## src/rtl/video_timing_generator.sv

```systemverilog
// Parametrised VESA-style video timing: sync, blank, pixel coordinates and a lead-time fetch port.
// Optional frame counter output enabled by defining VIDEO_TIMING_FRAME_COUNT_EN.
module video_timing_generator #(
    parameter int H_ACTIVE    = 640,
    parameter int H_FRONT     = 16,
    parameter int H_SYNC      = 96,
    parameter int H_BACK      = 48,
    parameter int V_ACTIVE    = 480,
    parameter int V_FRONT     = 10,
    parameter int V_SYNC      = 2,
    parameter int V_BACK      = 33,
    parameter bit H_SYNC_POL  = 1'b0,
    parameter bit V_SYNC_POL  = 1'b0,
    parameter int COORD_W     = 12,
    parameter int FETCH_LEAD  = 2,
    parameter int FRAME_CNT_W = 16
) (
    input  logic               in_vga_clk,
    input  logic               in_reset_n,
    input  logic               in_enable,
    output logic               out_h_sync,
    output logic               out_v_sync,
    output logic               out_blank_n,
    output logic [COORD_W-1:0] out_pixel_x,
    output logic [COORD_W-1:0] out_pixel_y,
    output logic               out_sol,
    output logic               out_sof,
    output logic               out_fetch_valid,
    output logic [COORD_W-1:0] out_fetch_x,
    output logic [COORD_W-1:0] out_fetch_y
`ifdef VIDEO_TIMING_FRAME_COUNT_EN
    ,
    output logic [FRAME_CNT_W-1:0] out_frame_count
`endif
);

    localparam int H_TOTAL = H_SYNC + H_BACK + H_ACTIVE + H_FRONT;
    localparam int V_TOTAL = V_SYNC + V_BACK + V_ACTIVE + V_FRONT;
    localparam int H_START = H_SYNC + H_BACK;
    localparam int V_START = V_SYNC + V_BACK;

    // One extra bit so region ends equal to the total still fit when a front porch is zero.
    localparam logic [COORD_W:0] H_SYNC_C  = (COORD_W+1)'(H_SYNC);
    localparam logic [COORD_W:0] V_SYNC_C  = (COORD_W+1)'(V_SYNC);
    localparam logic [COORD_W:0] H_START_C = (COORD_W+1)'(H_START);
    localparam logic [COORD_W:0] V_START_C = (COORD_W+1)'(V_START);
    localparam logic [COORD_W:0] H_END_C   = (COORD_W+1)'(H_START + H_ACTIVE);
    localparam logic [COORD_W:0] V_END_C   = (COORD_W+1)'(V_START + V_ACTIVE);
    localparam logic [COORD_W-1:0] H_LAST  = COORD_W'(H_TOTAL - 1);
    localparam logic [COORD_W-1:0] V_LAST  = COORD_W'(V_TOTAL - 1);
    localparam logic [COORD_W-1:0] ONE     = COORD_W'(1);

    typedef struct packed {
        logic               hs;
        logic               vs;
        logic               act;
        logic               sol;
        logic               sof;
        logic [COORD_W-1:0] x;
        logic [COORD_W-1:0] y;
    } stage_t;

    logic [COORD_W-1:0] h_cnt;
    logic [COORD_W-1:0] v_cnt;
    logic [COORD_W:0]   h_ext;
    logic [COORD_W:0]   v_ext;
    logic               h_act;
    logic               v_act;
    stage_t             dec;
    stage_t             disp;
    stage_t             stage_q [0:FETCH_LEAD];

    always_ff @(posedge in_vga_clk or negedge in_reset_n) begin
        if (!in_reset_n) begin
            h_cnt <= '0;
            v_cnt <= '0;
        end else if (in_enable) begin
            if (h_cnt == H_LAST) begin
                h_cnt <= '0;
                v_cnt <= (v_cnt == V_LAST) ? '0 : v_cnt + ONE;
            end else begin
                h_cnt <= h_cnt + ONE;
            end
        end
    end

    assign h_ext = {1'b0, h_cnt};
    assign v_ext = {1'b0, v_cnt};
    assign h_act = (h_ext >= H_START_C) && (h_ext < H_END_C);
    assign v_act = (v_ext >= V_START_C) && (v_ext < V_END_C);

    always_comb begin
        dec     = '0;
        dec.hs  = (h_ext < H_SYNC_C);
        dec.vs  = (v_ext < V_SYNC_C);
        dec.act = h_act && v_act;
        if (dec.act) begin
            dec.x = h_cnt - H_START_C[COORD_W-1:0];
            dec.y = v_cnt - V_START_C[COORD_W-1:0];
        end
        dec.sol = dec.act && (dec.x == '0);
        dec.sof = dec.sol && (dec.y == '0);
    end

    // Stage 0 is the fetch register; stage FETCH_LEAD drives the display outputs.
    always_ff @(posedge in_vga_clk or negedge in_reset_n) begin
        if (!in_reset_n) begin
            for (int i = 0; i <= FETCH_LEAD; i++) begin
                stage_q[i] <= '0;
            end
        end else if (in_enable) begin
            stage_q[0] <= dec;
            for (int i = 1; i <= FETCH_LEAD; i++) begin
                stage_q[i] <= stage_q[i-1];
            end
        end
    end

    assign disp = stage_q[FETCH_LEAD];

    assign out_fetch_valid = stage_q[0].act;
    assign out_fetch_x     = stage_q[0].x;
    assign out_fetch_y     = stage_q[0].y;

    assign out_h_sync  = disp.hs ? H_SYNC_POL : ~H_SYNC_POL;
    assign out_v_sync  = disp.vs ? V_SYNC_POL : ~V_SYNC_POL;
    assign out_blank_n = disp.act;
    assign out_pixel_x = disp.x;
    assign out_pixel_y = disp.y;
    assign out_sol     = disp.sol;
    assign out_sof     = disp.sof;

`ifdef VIDEO_TIMING_FRAME_COUNT_EN
    logic disp_sof_nxt;

    // Counter steps on the edge that loads sof into the display stage.
    generate
        if (FETCH_LEAD == 0) begin : g_fc_direct
            assign disp_sof_nxt = dec.sof;
        end else begin : g_fc_piped
            assign disp_sof_nxt = stage_q[FETCH_LEAD-1].sof;
        end
    endgenerate

    always_ff @(posedge in_vga_clk or negedge in_reset_n) begin
        if (!in_reset_n) begin
            out_frame_count <= '0;
        end else if (in_enable && disp_sof_nxt) begin
            out_frame_count <= out_frame_count + FRAME_CNT_W'(1);
        end
    end
`endif

endmodule

```

## config.mk

```make
export PLATFORM = sky130hd
export DESIGN_NAME = video_timing_generator
export DESIGN_NICKNAME = d
export VERILOG_FILES = /design/src/rtl/video_timing_generator.sv
export SDC_FILE = /design/constraint.sdc
export NUM_CORES = 1
export LEC_CHECK = 0
export ABC_CLOCK_PERIOD_IN_PS = 3900
export BUFFER_PORTS_ARGS = -buffer_cell sky130_fd_sc_hd__buf_4
export CAP_MARGIN = 30
export CORE_ASPECT_RATIO = 0.8
export CORE_MARGIN = 4
export CORE_UTILIZATION = 54
export DETAILED_ROUTE_END_ITERATION = 10
export PLACE_DENSITY = 0.74
export SETUP_SLACK_MARGIN = 0.05
export SLEW_MARGIN = 30
export SYNTH_ARGS = -nofsm -noshare
export SYNTH_HDL_FRONTEND = slang
export SYNTH_SLANG_ARGS = --single-unit
```

## constraint.sdc

```tcl
create_clock -name in_vga_clk -period 3.9 [get_ports in_vga_clk]
set_clock_uncertainty 0.1 [all_clocks]
set_input_delay 0.195 -clock in_vga_clk [delete_from_list [all_inputs] [get_ports in_vga_clk]]
set_output_delay 0.195 -clock in_vga_clk [all_outputs]
set_load 0.01 [all_outputs]
```

==> results.cfg <==
[synthesis]
synth_area_per_cell_um2 = 11.6
synth_seq_cells = 111
synth_edf_count = 0
ys_seq_area_frac = 0.503
netlist_area_um2 = 5520
ys.warnings.count = 0
synth_area_leaders = dfrtp_1 (50%), mux2_2 (12%), buf_4 (6.8%), o2bb2ai_2 (3.8%), nand2_1 (2.9%)
synth_top_area_share = 0.503
synth-main-ff-cell = dfrtp_1
yosysMostFrequentCell = dfrtp_1
ys_types = 54
synth_nets = 485
synth_commonest_cells = dfrtp_1 (111), mux2_2 (57), buf_4 (50)
syn-instance-count = 475
synthArstFlopShare = 1.00
synth_area_leader_cell = dfrtp_1

[grt]
antenna_found_initial = 0
grt_pass1_vias = 3437
grt_pass1_wl_mm = 17.3
track_usage = 0.178
grt-ovfl-total = 0
grt_max_degree = 51

[floorplanning]
die_height_um = 98.4
die_area_um2 = 11900
start_util = 0.563
rows = 32
core_um2 = 9810
die_width_um = 121
io_pins = 57

[clock_tree]
clock_sinks = 111
clkTransAtPathRegs_ps = 70
htreeDepth = 3
numCtsBuffers = 9
ctsResizeCount = 0
cts-root-buf = clkbuf_16
cts_tree = yes
clock_path_buffers = 2
insertion_delay_ps = 350
cts_setup_buffers = 0

[power_and_ir_drop]
ir_worst_vdd_mv = 0.253
p_leak_nw = 2.86
power_mw = 2.39
power.density_nw_per_um2 = 404

[sta]
max_slew_margin = 0.467
period_share = 0.665
slew_viol_final = 0
setup_tns_ps = 0
finalHoldViolCount = 0
tightestPinTransition_ps = 798
rsz0062_at_grt = false
fin_crit_ps = 2590
finalSetupViolCount = 0
clock.fmax_mhz = 386

[critical_path]
cp_max_fo = 23
path_class = flop to flop
endpoint_kind = flop
start_kind = flop
r2r_slack_ps = 1310
cp_data_arrival_time_ps = 2690
worstPathRequired_ps = 3990

[final_layout]
fill_cells = 822
final_layout_size_suffix_gt1_frac = 0.336
antenna_cells = 0
layout.nets = 478
area_growth_pct = 7.28

[route]
drc = 0
dr.pass1.iters = 4
routedWlPerCell_um = 16.6
drtIter0Drc = 186
num_vias = 3340
vias_per_cell = 5.48
wirelength_mm = 10.1
postRouteAntennaNets = 0

[placement]
gp_congestion = 0.832
hpwl_mm = 7.05
portBuffers = 56

[flow_run]
maxCapViolCount = 0

[worst_hold_path]
min_path_type = primary input to asynchronous set/reset pin

[outcome]
status = finished clean
## what timing repair did
action / in CTS / in global routing
endpoints found under the hold margin: 27 / 0
endpoints found under the setup margin: 0 / 0
hold buffers: 1 / 0
## per-stage QoR
step           hold slack (ps)  utilization  std cells  cell area [µm²]  setup slack (ps)
2_1_floorplan             -201            -        475             5520              1770
3_3_place_gp              37.5        0.572        592             5610              1440
3_5_place_dp              34.1        0.572        592             5610              1350
4_1_cts                    207        0.604        609             5920              1300
5_1_grt                    216        0.604        609             5920              1130
6_report                   203        0.604        609             5920              1310
## critical path: stages, from the launching register on
cell	delay (ps)
dfrtp_1	550
ha_1	520
nor4_2	90
and4_1	230
nor4b_2	320
or2_1	150
buf_4	350
o41ai_2	130
## cells by family after synthesis
family                     synth area share
and+or+nand+nor                       0.111
DFF                                   0.503
buffers and inverters                 0.106
AOI/OAI and AO/OA                     0.108
muxes                                 0.118
xor gates and xnor gates             0.0381
adders and majority gates            0.0159
## state kept, by name (all words and copies together) (netlist names)
register	cells
out_sof	1
out_fetch_y	12
out_fetch_valid	1
out_sol	1
v_cnt	12
out_pixel_y	12
stage_q	33
disp	2
out_pixel_x	12
out_fetch_x	12
h_cnt	12
out_blank_n	1
## cells in the final DEF, fill, tap and decap left out, drive strengths merged, types with 6 or more instances in the layout
cell type | synthesis | final
inv | 14 | 17
o21ai | 21 | 21
nor4 | 7 | 7
nand4 | 8 | 8
xnor2 | 18 | 18
ha | 7 | 7
xor2 | 6 | 6
nand3 | 7 | 7
buf | 67 | 60
nor2 | 15 | 15
mux2 | 57 | 57
nor3 | 9 | 9
o31ai | 8 | 8
o2bb2ai | 15 | 15
nand2 | 42 | 42
clkbuf | 12 | 10
dfrtp | 111 | 111
## per-layer routing
metal | part of all wire | GRT usage | wire (µm)
met5 | 0 | 0 | 0
met4 | 0.010 | 0.0409 | 102
met3 | 0.049 | 0.0430 | 494
met2 | 0.51 | 0.299 | 5130
met1 | 0.43 | 0.236 | 4360
## worst paths after layout
path                             start              end  cells after the start
setup reg to reg              v_cnt[0]   out_fetch_x[7]                      7
max in group asynchronous   in_reset_n   out_fetch_y[1]                      3
hold reg to reg            stage_q[56]         disp[27]                      2
hold / removal              in_reset_n   out_pixel_x[5]                      2
setup / recovery              v_cnt[0]   out_fetch_x[7]                      7
min in group in_vga_clk      in_enable  out_fetch_y[10]                      2
## final cells by class
| cell class | instances | area, µm² | area share |
|---|---|---|---|
| sequential | 111 | 2780 | 0.469 |
| multi-input combinational | 271 | 2160 | 0.365 |
| inverter | 14 | 52.6 | 0.00887 |
| clock buffer | 10 | 239 | 0.0404 |
| tap | 136 | 170 | 0.0287 |
| clock inverter | 6 | 62.6 | 0.0106 |
| timing repair buffer | 61 | 460 | 0.0778 |
## report_power, final
| group | internal (mW) | leakage, nW | total (mW) | switching [mW] |
|---|---|---|---|---|
| registers | 1.18 | 1.52 | 1.24 | 0.0595 |
| logic | 0.0964 | 1.19 | 0.252 | 0.155 |
| clock network | 0.468 | 0.148 | 0.902 | 0.434 |
No activity file was read; power rests on OpenSTA's default activity.
